===== config.mk =====
export PLATFORM = sky130hd
export DESIGN_NAME = pe_feed_ctrl
export DESIGN_NICKNAME = d
export VERILOG_FILES = /design/src/rtl/pe_feed_pkg.sv /design/src/rtl/pe_feed_res_fifo.sv /design/src/rtl/pe_feed_ctrl.sv
export SDC_FILE = /design/constraint.sdc
export NUM_CORES = 1
export LEC_CHECK = 0
export CAP_MARGIN = 30
export CORE_MARGIN = 4
export CORE_UTILIZATION = 51
export DETAILED_ROUTE_END_ITERATION = 8
export PLACE_DENSITY_LB_ADDON = 0.08
export RECOVER_POWER = 50
export REMOVE_ABC_BUFFERS = 1
export SLEW_MARGIN = 5
export SYNTH_ARGS = -nofsm -noshare
export SYNTH_HDL_FRONTEND = slang
export SYNTH_SLANG_ARGS = --single-unit

===== constraint.sdc =====
create_clock -name clk -period 5.1 [get_ports clk]
set_input_delay 0.51 -clock clk [delete_from_list [all_inputs] [get_ports clk]]
set_output_delay 0.51 -clock clk [all_outputs]
set_load 0.01 [all_outputs]

===== src/rtl/pe_feed_pkg.sv =====
// Shared types and width helpers for the PE array feed controller.
// Holds the FSM state type, element/window width functions and the FIFO pointer width.
package pe_feed_pkg;

   typedef enum logic [1:0] {
      IDLE   = 2'd0,
      WLOAD  = 2'd1,
      STREAM = 2'd2,
      DRAIN  = 2'd3
   } state_t;

   function automatic int rw_f(input int dw, input int ww);
      return dw + ww;
   endfunction

   function automatic int win_f(input int w, input int k);
      return w * k * k;
   endfunction

   function automatic int ptr_f(input int depth);
      return (depth < 2) ? 1 : $clog2(depth);
   endfunction

endpackage


===== src/rtl/pe_feed_res_fifo.sv =====
// Result FIFO between the PE array and the result handshake.
// Ports: clk, rstn (sync, active-low), push/push_data, pop/pop_data, empty, count.
module pe_feed_res_fifo
   import pe_feed_pkg::*;
#(
   parameter int WIDTH = 28,
   parameter int DEPTH = 4
) (
   input  logic                      clk,
   input  logic                      rstn,
   input  logic                      push,
   input  logic [WIDTH-1:0]          push_data,
   input  logic                      pop,
   output logic [WIDTH-1:0]          pop_data,
   output logic                      empty,
   output logic [ptr_f(DEPTH):0]     count
);

   localparam int PW = ptr_f(DEPTH);
   localparam int CW = PW + 1;

   logic [WIDTH-1:0] mem_q [DEPTH];
   logic [WIDTH-1:0] mem_d [DEPTH];
   logic [PW-1:0]    wr_q, wr_d;
   logic [PW-1:0]    rd_q, rd_d;
   logic [CW-1:0]    cnt_q, cnt_d;
   logic             full;
   logic             do_push;
   logic             do_pop;

   always_comb begin
      full    = (cnt_q == CW'(DEPTH));
      empty   = (cnt_q == '0);
      do_pop  = pop && !empty;
      // a push into a full FIFO is only taken when the head leaves this cycle
      do_push = push && (!full || do_pop);
      wr_d    = wr_q + PW'(do_push);
      rd_d    = rd_q + PW'(do_pop);
      cnt_d   = cnt_q + CW'(do_push) - CW'(do_pop);
      mem_d   = mem_q;
      if (do_push) mem_d[wr_q] = push_data;
   end

   always_ff @(posedge clk) begin
      if (!rstn) begin
         wr_q  <= '0;
         rd_q  <= '0;
         cnt_q <= '0;
      end else begin
         wr_q  <= wr_d;
         rd_q  <= rd_d;
         cnt_q <= cnt_d;
      end
   end

   always_ff @(posedge clk) begin
      mem_q <= mem_d;
   end

   assign pop_data = mem_q[rd_q];
   assign count    = cnt_q;

endmodule


===== src/rtl/pe_feed_ctrl.sv =====
// Feeds weights and data windows to a PE array and collects its results.
// Ports: w_*/d_*/r_* handshakes, array side (weight_array, dataIn, enables, done, pe_dataOut),
// busy, timeout_err. Optional watchdog: define PE_FEED_TIMEOUT_EN.
module pe_feed_ctrl
   import pe_feed_pkg::*;
#(
   parameter int WEIGHT_WIDTH   = 1,
   parameter int DATA_WIDTH     = 8,
   parameter int KERNEL_SIZE    = 3,
   parameter int RES_FIFO_DEPTH = 4,
   parameter int TIMEOUT_CYCLES = 64
) (
   input  logic                                                clk,
   input  logic                                                rstn,
   input  logic                                                w_valid,
   output logic                                                w_ready,
   input  logic [win_f(WEIGHT_WIDTH, KERNEL_SIZE)-1:0]         w_data,
   input  logic                                                d_valid,
   output logic                                                d_ready,
   input  logic [win_f(DATA_WIDTH, KERNEL_SIZE)-1:0]           d_data,
   input  logic                                                d_last,
   output logic [win_f(WEIGHT_WIDTH, KERNEL_SIZE)-1:0]         weight_array,
   output logic                                                wr_weight_en,
   output logic [win_f(DATA_WIDTH, KERNEL_SIZE)-1:0]           dataIn,
   output logic                                                wr_dataIn_en,
   input  logic                                                wr_weight_done,
   input  logic                                                pe_array_done,
   input  logic [rw_f(DATA_WIDTH, WEIGHT_WIDTH)*KERNEL_SIZE-1:0] pe_dataOut,
   output logic                                                r_valid,
   input  logic                                                r_ready,
   output logic [rw_f(DATA_WIDTH, WEIGHT_WIDTH)*KERNEL_SIZE-1:0] r_data,
   output logic                                                r_last,
   output logic                                                busy,
   output logic                                                timeout_err
);

   localparam int WW  = win_f(WEIGHT_WIDTH, KERNEL_SIZE);
   localparam int DWW = win_f(DATA_WIDTH, KERNEL_SIZE);
   localparam int RWW = rw_f(DATA_WIDTH, WEIGHT_WIDTH) * KERNEL_SIZE;
   localparam int FW  = RWW + 1;
   localparam int CW  = ptr_f(RES_FIFO_DEPTH) + 1;

   if ((RES_FIFO_DEPTH < 2) ||
       ((RES_FIFO_DEPTH & (RES_FIFO_DEPTH - 1)) != 0) ||
       (TIMEOUT_CYCLES < 1)) begin : g_bad_param
      $error("pe_feed_ctrl: bad parameter");
   end

   state_t         state_q, state_d;
   logic [WW-1:0]  weight_q, weight_d;
   logic [DWW-1:0] data_q, data_d;
   logic           den_q, den_d;
   logic [CW-1:0]  outst_q, outst_d;
   logic [CW-1:0]  fifo_cnt;
   logic [CW:0]    credit;
   logic [FW-1:0]  head;
   logic           fifo_empty;
   logic           w_acc;
   logic           acc;
   logic           done_eff;
   logic           push_last;
   logic           tmo_hit;

   always_ff @(posedge clk) begin
      if (!rstn) state_q <= IDLE;
      else       state_q <= state_d;
   end

   always_comb begin
      state_d = state_q;
      unique case (state_q)
         IDLE:   if (w_acc) state_d = WLOAD;
         WLOAD:  if (wr_weight_done) state_d = STREAM;
         STREAM: if (acc && d_last) state_d = DRAIN;
         DRAIN:  if (outst_d == '0) state_d = IDLE;
      endcase
      if (tmo_hit) state_d = IDLE;
   end

   always_comb begin
      credit       = {1'b0, outst_q} + {1'b0, fifo_cnt};
      w_ready      = rstn && (state_q == IDLE);
      wr_weight_en = rstn && (state_q != IDLE);
      busy         = rstn && (state_q != IDLE);
      d_ready      = rstn && (state_q == STREAM) && wr_weight_done &&
                     (credit < (CW+1)'(RES_FIFO_DEPTH));
      wr_dataIn_en = rstn && den_q;
      r_valid      = rstn && !fifo_empty;
      r_data       = r_valid ? head[RWW-1:0] : '0;
      r_last       = r_valid && head[RWW];
   end

   always_comb begin
      w_acc     = w_valid && w_ready;
      acc       = d_valid && d_ready;
      // done with nothing in flight is a stray pulse from the array
      done_eff  = pe_array_done && (outst_q != '0);
      push_last = (state_q == DRAIN) && (outst_q == CW'(1));
      weight_d  = w_acc ? w_data : weight_q;
      data_d    = acc ? d_data : data_q;
      den_d     = acc;
      outst_d   = outst_q + CW'(acc) - CW'(done_eff);
      if (tmo_hit) outst_d = '0;
   end

   always_ff @(posedge clk) begin
      if (!rstn) begin
         weight_q <= '0;
         data_q   <= '0;
         den_q    <= 1'b0;
         outst_q  <= '0;
      end else begin
         weight_q <= weight_d;
         data_q   <= data_d;
         den_q    <= den_d;
         outst_q  <= outst_d;
      end
   end

   assign weight_array = weight_q;
   assign dataIn       = data_q;

`ifdef PE_FEED_TIMEOUT_EN
   localparam int TW = $clog2(TIMEOUT_CYCLES + 1);

   logic [TW-1:0] tcnt_q, tcnt_d;
   logic          terr_q, terr_d;

   always_comb begin
      tmo_hit = (outst_q != '0) && !pe_array_done &&
                (tcnt_q == TW'(TIMEOUT_CYCLES - 1));
      if ((outst_q == '0) || pe_array_done || tmo_hit) tcnt_d = '0;
      else                                             tcnt_d = tcnt_q + TW'(1);
      terr_d = terr_q || tmo_hit;
   end

   always_ff @(posedge clk) begin
      if (!rstn) begin
         tcnt_q <= '0;
         terr_q <= 1'b0;
      end else begin
         tcnt_q <= tcnt_d;
         terr_q <= terr_d;
      end
   end

   assign timeout_err = rstn && terr_q;
`else
   assign tmo_hit     = 1'b0;
   assign timeout_err = 1'b0;
`endif

   pe_feed_res_fifo #(
      .WIDTH (FW),
      .DEPTH (RES_FIFO_DEPTH)
   ) u_fifo (
      .clk       (clk),
      .rstn      (rstn),
      .push      (done_eff),
      .push_data ({push_last, pe_dataOut}),
      .pop       (r_valid && r_ready),
      .pop_data  (head),
      .empty     (fifo_empty),
      .count     (fifo_cnt)
   );

endmodule


Word level (Yosys, flattened, before mapping)
Cells that the tools add are included.
Storage, ports and cells
  word-level logic and storage cells: 72
  input port bits: 116
  output and inout bits: 116
  flip-flop bits (word level): 206
Operators by class
  reduce and logical (&&, ||, !) cells: 26
  add/sub/neg operators: 7
  muxes and demuxes: 12
  order comparisons: 4
  bitwise operators: 2
  equality and inequality tests: 9
Operators by type and width (number)
  $bwmux W112: 1
  $mux W28: 3
  $bmux W28 S2: 1
  $demux W28 S2: 1
  $mux W27: 1
  $logic_and A1 B1 Y1: 17
  $mux W2: 4
  $ne A2 B2 Y1 const B: 4
  $pmux W2 S4: 1
  $add A3 B1 Y3: 2
  $ge A3 B3 Y1 const B: 2
  $logic_not A3 Y1: 2
  $not A2 Y3: 2
  $sub A3 B1 Y3: 2
  $add A2 B1 Y2: 2
  $add A3 B3 Y4: 1
  $eq A2 B2 Y1 const B: 2
  $lt A4 B3 Y1 const B: 1
  $reduce_and A4 Y1: 1
  $eq A3 B1 Y1 const B: 1
  $eq A3 B3 Y1 const B: 1
  $lt A3 B1 Y1 const B: 1
  $reduce_bool A3 Y1: 1
  $eq A2 B1 Y1 const B: 1
  4 further kinds: 5

Longest topological paths before layout
  word-level depth: 10
  depth in mapped cells: 14

Hierarchy
From an unflattened synthesis, not the netlist that was laid out.
Unflattened totals
  cells, all modules: 541
  area total of the unflattened synthesis: 8119.0 µm²
By module, submodules not included
  pe_feed_res_fifo: sequential area each 3503.4 µm², instances 1, area each 4471.8 µm², cells each 180
  pe_feed_ctrl: sequential area each 1741.7 µm², instances 1, area each 3647.2 µm², cells each 361

Worst setup path before layout
OpenSTA, ideal clock, no wires.
  path kind: input to register
  start: in pe_array_done
  end: reg u_fifo.mem_q[100] (netlist bit) (enable)
  buffers on the path: 0
  slack: 1.561 ns
  stages on the path: 3
  setup time: 0.454 ns
  arrival: 3.085 ns
  cell sequence: o31a_1 -> a21boi_1 -> nor3b_1
On the way
  cells in the longest elaborated chain, start to end: 2
RTL lines
  start: declaration: RTL line pe_feed_ctrl.sv:27  | input logic pe_array_done,
  $logic_and A1 B1 Y1: RTL line pe_feed_ctrl.sv:97  | done_eff = pe_array_done && (outst_q != '0);
  $logic_and A1 B1 Y1: RTL line pe_feed_res_fifo.sv:36  | do_push = push && (!full || do_pop);
  end signal: assignment: RTL line pe_feed_res_fifo.sv:57  | mem_q <= mem_d;
  end: declaration: RTL line pe_feed_res_fifo.sv:22  | logic [WIDTH-1:0] mem_q [DEPTH];
No other way between the ends.
A chain may end at the register's enable or synchronous reset.

Final worst setup path
  start: reg u_fifo.cnt_q[2] (netlist: u_fifo.count[2])
  end: reg u_fifo.cnt_q[2] (netlist: u_fifo.count[2])
On the way
  cells in the longest elaborated chain, start to end: 9
  elaborated cells between the ends (all ways): 11
RTL lines
  start: declaration: RTL line pe_feed_res_fifo.sv:26  | logic [CW-1:0] cnt_q, cnt_d;
  start signal: assignment: RTL line pe_feed_res_fifo.sv:52  | cnt_q <= cnt_d;
  $logic_not A3 Y1: RTL line pe_feed_res_fifo.sv:33  | empty = (cnt_q == '0);
  $logic_not A1 Y1: RTL line pe_feed_res_fifo.sv:34, pe_feed_ctrl.sv:88
  $logic_and A1 B1 Y1: RTL line pe_feed_ctrl.sv:88  | r_valid = rstn && !fifo_empty;
  $logic_and A1 B1 Y1: RTL line pe_feed_ctrl.sv:161  | .pop (r_valid && r_ready),
  $logic_and A1 B1 Y1: RTL line pe_feed_res_fifo.sv:34  | do_pop = pop && !empty;
  $logic_or A1 B1 Y1: RTL line pe_feed_res_fifo.sv:36
  $logic_and A1 B1 Y1: RTL line pe_feed_res_fifo.sv:36
  $add A3 B1 Y3: RTL line pe_feed_res_fifo.sv:39  | cnt_d = cnt_q + CW'(do_push) - CW'(do_pop);
  $sub A3 B1 Y3 *: RTL line pe_feed_res_fifo.sv:39
Mark *: on every way between the ends. The rest lies on a longest branch, timed or not.

==> impl_metrics.json <==
{
  "vias_per_cell": 5.02,
  "fin_area_mm2": 0.0112,
  "grt_util_met1": 0.230,
  "ys_seq_area_frac": 0.647,
  "crit_chain": "o31ai_4, clkbuf_1, clkinv_1, and2_0, ha_1, inv_1, ha_1, inv_1, fa_1, xnor2_1, xnor2_1, and2_1",
  "final_cell_mix": "121 x clkdlybuf4s50_1, 112 x edfxtp_1, 108 x dlygate4sd3_1",
  "layout_commonest_cell": "clkdlybuf4s50_1",
  "detail-route-antenna-nets": 0,
  "multiInputGateArea_mm2": 0.00266,
  "switchingPower_w": 0.00113,
  "cts-root-buf": "clkbuf_16",
  "rows": 45,
  "syn_to_final_growth_pct": 38.5,
  "antenna_found_initial": 1,
  "cpPeakStageDelay_ns": 1.10,
  "top_usage_layer": "met2",
  "async_flop_share": 0,
  "clock_latency_ns": 0.50,
  "r2r-start": "u_fifo.count[2]",
  "grt_usage": 0.205,
  "seqCellArea_mm2": 0.00525,
  "drive_gt1_frac": 0.0893,
  "ctsHoldBuffers": 0,
  "htreeDepth": 1,
  "clock_skew_ns": 0.0183,
  "syn_area_per_cell_um2": 15.0,
  "via_count": 4996,
  "pwr-share-comb": 0.226,
  "fin_crit_ns": 3.69,
  "timing.rr.end": "u_fifo.count[2]",
  "nets": 904,
  "slew_violations": 0,
  "synth_cell_types": 37,
  "rsz0062_at_grt": "false",
  "grt_overflow_total": 0,
  "fp.dieW_um": 134,
  "grt_use_met2": 0.353,
  "end_kind": "flip-flop",
  "drt_iter0_drc": 194,
  "path_class": "reg2reg",
  "slew_headroom": 0.00625,
  "postCtsSetupRepairBufs": 0,
  "critPathArrivalTime_ns": 4.07,
  "grt_pass1_vias": 5423,
  "setup_tns_ns": 0,
  "yosysWarnings": 0,
  "ios": 232,
  "cp.depth": 12,
  "hold_violations": 0,
  "nFillCells": 1015,
  "cts.reportedPaths.clkPinSlew_ns": 0.05,
  "synth-edff-count": 112,
  "max-cap-violations": 1,
  "ys.flop_type": "edfxtp_1",
  "fmax_mhz": 271,
  "violations": "capacitance limit",
  "p_per_area_mw_per_mm2": 394,
  "switching_share": 0.256,
  "status": "finished with violations",
  "leakage_nw": 4.62,
  "place.detailed.hpwl_um": 12800,
  "min_path_type": "reg2reg",
  "post-place-cells": 960,
  "critPathTopFamily": "buffers and inverters",
  "cp-endpoint": "u_fifo.count[2]",
  "cts_resized": 0,
  "ys_ff_latch": 206,
  "cp_num_buf_inv": 4,
  "use_met3": 0.103,
  "internal_power_w": 0.00329,
  "drtPass1Iterations": 4,
  "ir_drop_v": 0.000267,
  "r2r_slack_ns": 1.41,
  "place.gp.congestion": 0.785,
  "clkPwrFrac": 0.316,
  "rr_worst_depth": 12,
  "cp.required_ns": 5.48,
  "cts_tree": "yes",
  "synth_cells": 541,
  "post-route-drc-count": 0,
  "wl_um": 18500,
  "crit_fanout": 29,
  "finalSetupViolations": 0,
  "cts_buffers": 22,
  "stdcell_count": 996,
  "grt_max_degree": 96,
  "core_mm2": 0.0154,
  "grt_pass1_wl_um": 29300,
  "cts_sinks": 206,
  "die_h_um": 134,
  "startpoint": "u_fifo.count[2]",
  "seqPwrFrac": 0.458,
  "die-area_mm2": 0.0180,
  "wl_per_cell_um": 18.6,
  "start_kind": "flip-flop",
  "tightest_slew_ns": 1.49,
  "critPathSlowestCell": "clkbuf_1",
  "start_util": 0.528,
  "numPortBuffers": 230,
  "dpl_cell_area_mm2": 0.0106,
  "clk_path_buf_depth": 3,
  "syn-cell-area_mm2": 0.00811,
  "min_period_over_period": 0.724
}
[layout make-up]
type,count,area share
Antenna cell,1,0.000223
Inverter,11,0.00368
Multi-Input combinational cell,293,0.237
Clock buffer,26,0.0513
Timing Repair Buffer,239,0.213
Sequential cell,206,0.467
Clock inverter,9,0.00457
Tap cell,211,0.0235
[worst min-delay path by stage]
| stage | startpoint | to | slack [ns] | cells after the start |
|---|---|---|---|---|
| after floorplan | state_q[1] | state_q[1] | 0.47 | 2 |
| after global placement | weight_array[5] | weight_array[5] | 0.44 | 2 |
| after detailed placement | weight_array[3] | weight_array[3] | 0.44 | 2 |
| after CTS | weight_array[3] | weight_array[3] | 0.45 | 2 |
| after global routing | weight_array[6] | weight_array[6] | 0.47 | 2 |
| final | weight_array[3] | weight_array[3] | 0.46 | 2 |
[tightest hold or removal path: stages (launching register included)]
cell and delay, ns:
dfxtp_1 0.31, nand2_1 0.05, o21ai_0 0.06
[state kept, by name, indices dropped and copies added, names as in the netlist]
| name | cells |
|---|---|
| u_fifo.mem_q | 112 |
| dataIn | 72 |
| weight_array | 9 |
| outst_q | 3 |
| u_fifo.count | 3 |
| state_q | 2 |
| u_fifo.rd_q | 2 |
| u_fifo.wr_q | 2 |
| den_q | 1 |
[synth_stat cells (2+ instances only)]
cell	instances	share of area
edfxtp_1	112	0.41
nor2b_1	101	0.078
dfxtp_1	94	0.23
mux2i_1	73	0.090
mux4_2	28	0.078
nand2_1	22	0.010
ha_1	13	0.020
clkbuf_1	12	0.0056
and2_1	10	0.0077
o21ai_1	9	0.0056
inv_1	8	0.0037
nor2_1	8	0.0037
buf_4	6	0.0056
buf_6	6	0.0083
buf_2	5	0.0031
and3_1	3	0.0023
inv_2	3	0.0014
nand2b_1	3	0.0023
buf_1	2	0.00093
fa_1	2	0.0049
nand3_1	2	0.0012
nand4_1	2	0.0015
xnor2_1	2	0.0022
xor2_1	2	0.0022
[routing by layer]
metal | wire, um | share of wire | vias up
li1 | - | - | 2392
met1 | 6710 | 0.36 | 2396
met2 | 9340 | 0.50 | 179
met3 | 2130 | 0.11 | 27
met4 | 349 | 0.019 | 2
met5 | 8 | 0.00043 | -
[power by group through the flow]
stage,sequential (W),combinational [W],clock [W]
floorplan,0.00206,0.000546,0
global placement,0.00207,0.000983,0
detailed placement,0.00207,0.00104,0
CTS,0.00203,0.00104,0.00144
global route,0.00204,0.00110,0.00150
finish,0.00203,0.00100,0.00140
[logic make-up after synthesis]
group	after synthesis	synth area share
AOI/OAI and AO/OA	16	0.0131
buffers and inverters	42	0.0285
adders and majority gates	15	0.0250
other	1	0.000462
xor gates and xnor gates	5	0.00710
DFF	206	0.647
muxes	101	0.168
and+or+nand+nor	155	0.111
[per-stage QoR]
step,power (W),hold slack [ns],setup WS [ns],util
2_1_floorplan,0.00261,0.471,-1.54,-
3_3_place_gp,0.00306,0.438,1.52,0.687
3_5_place_dp,0.00310,0.444,1.40,0.690
4_1_cts,0.00451,0.452,1.56,0.731
5_1_grt,0.00464,0.474,1.03,0.730
6_report,0.00443,0.458,1.41,0.731
(Power assumes the default switching activity.)
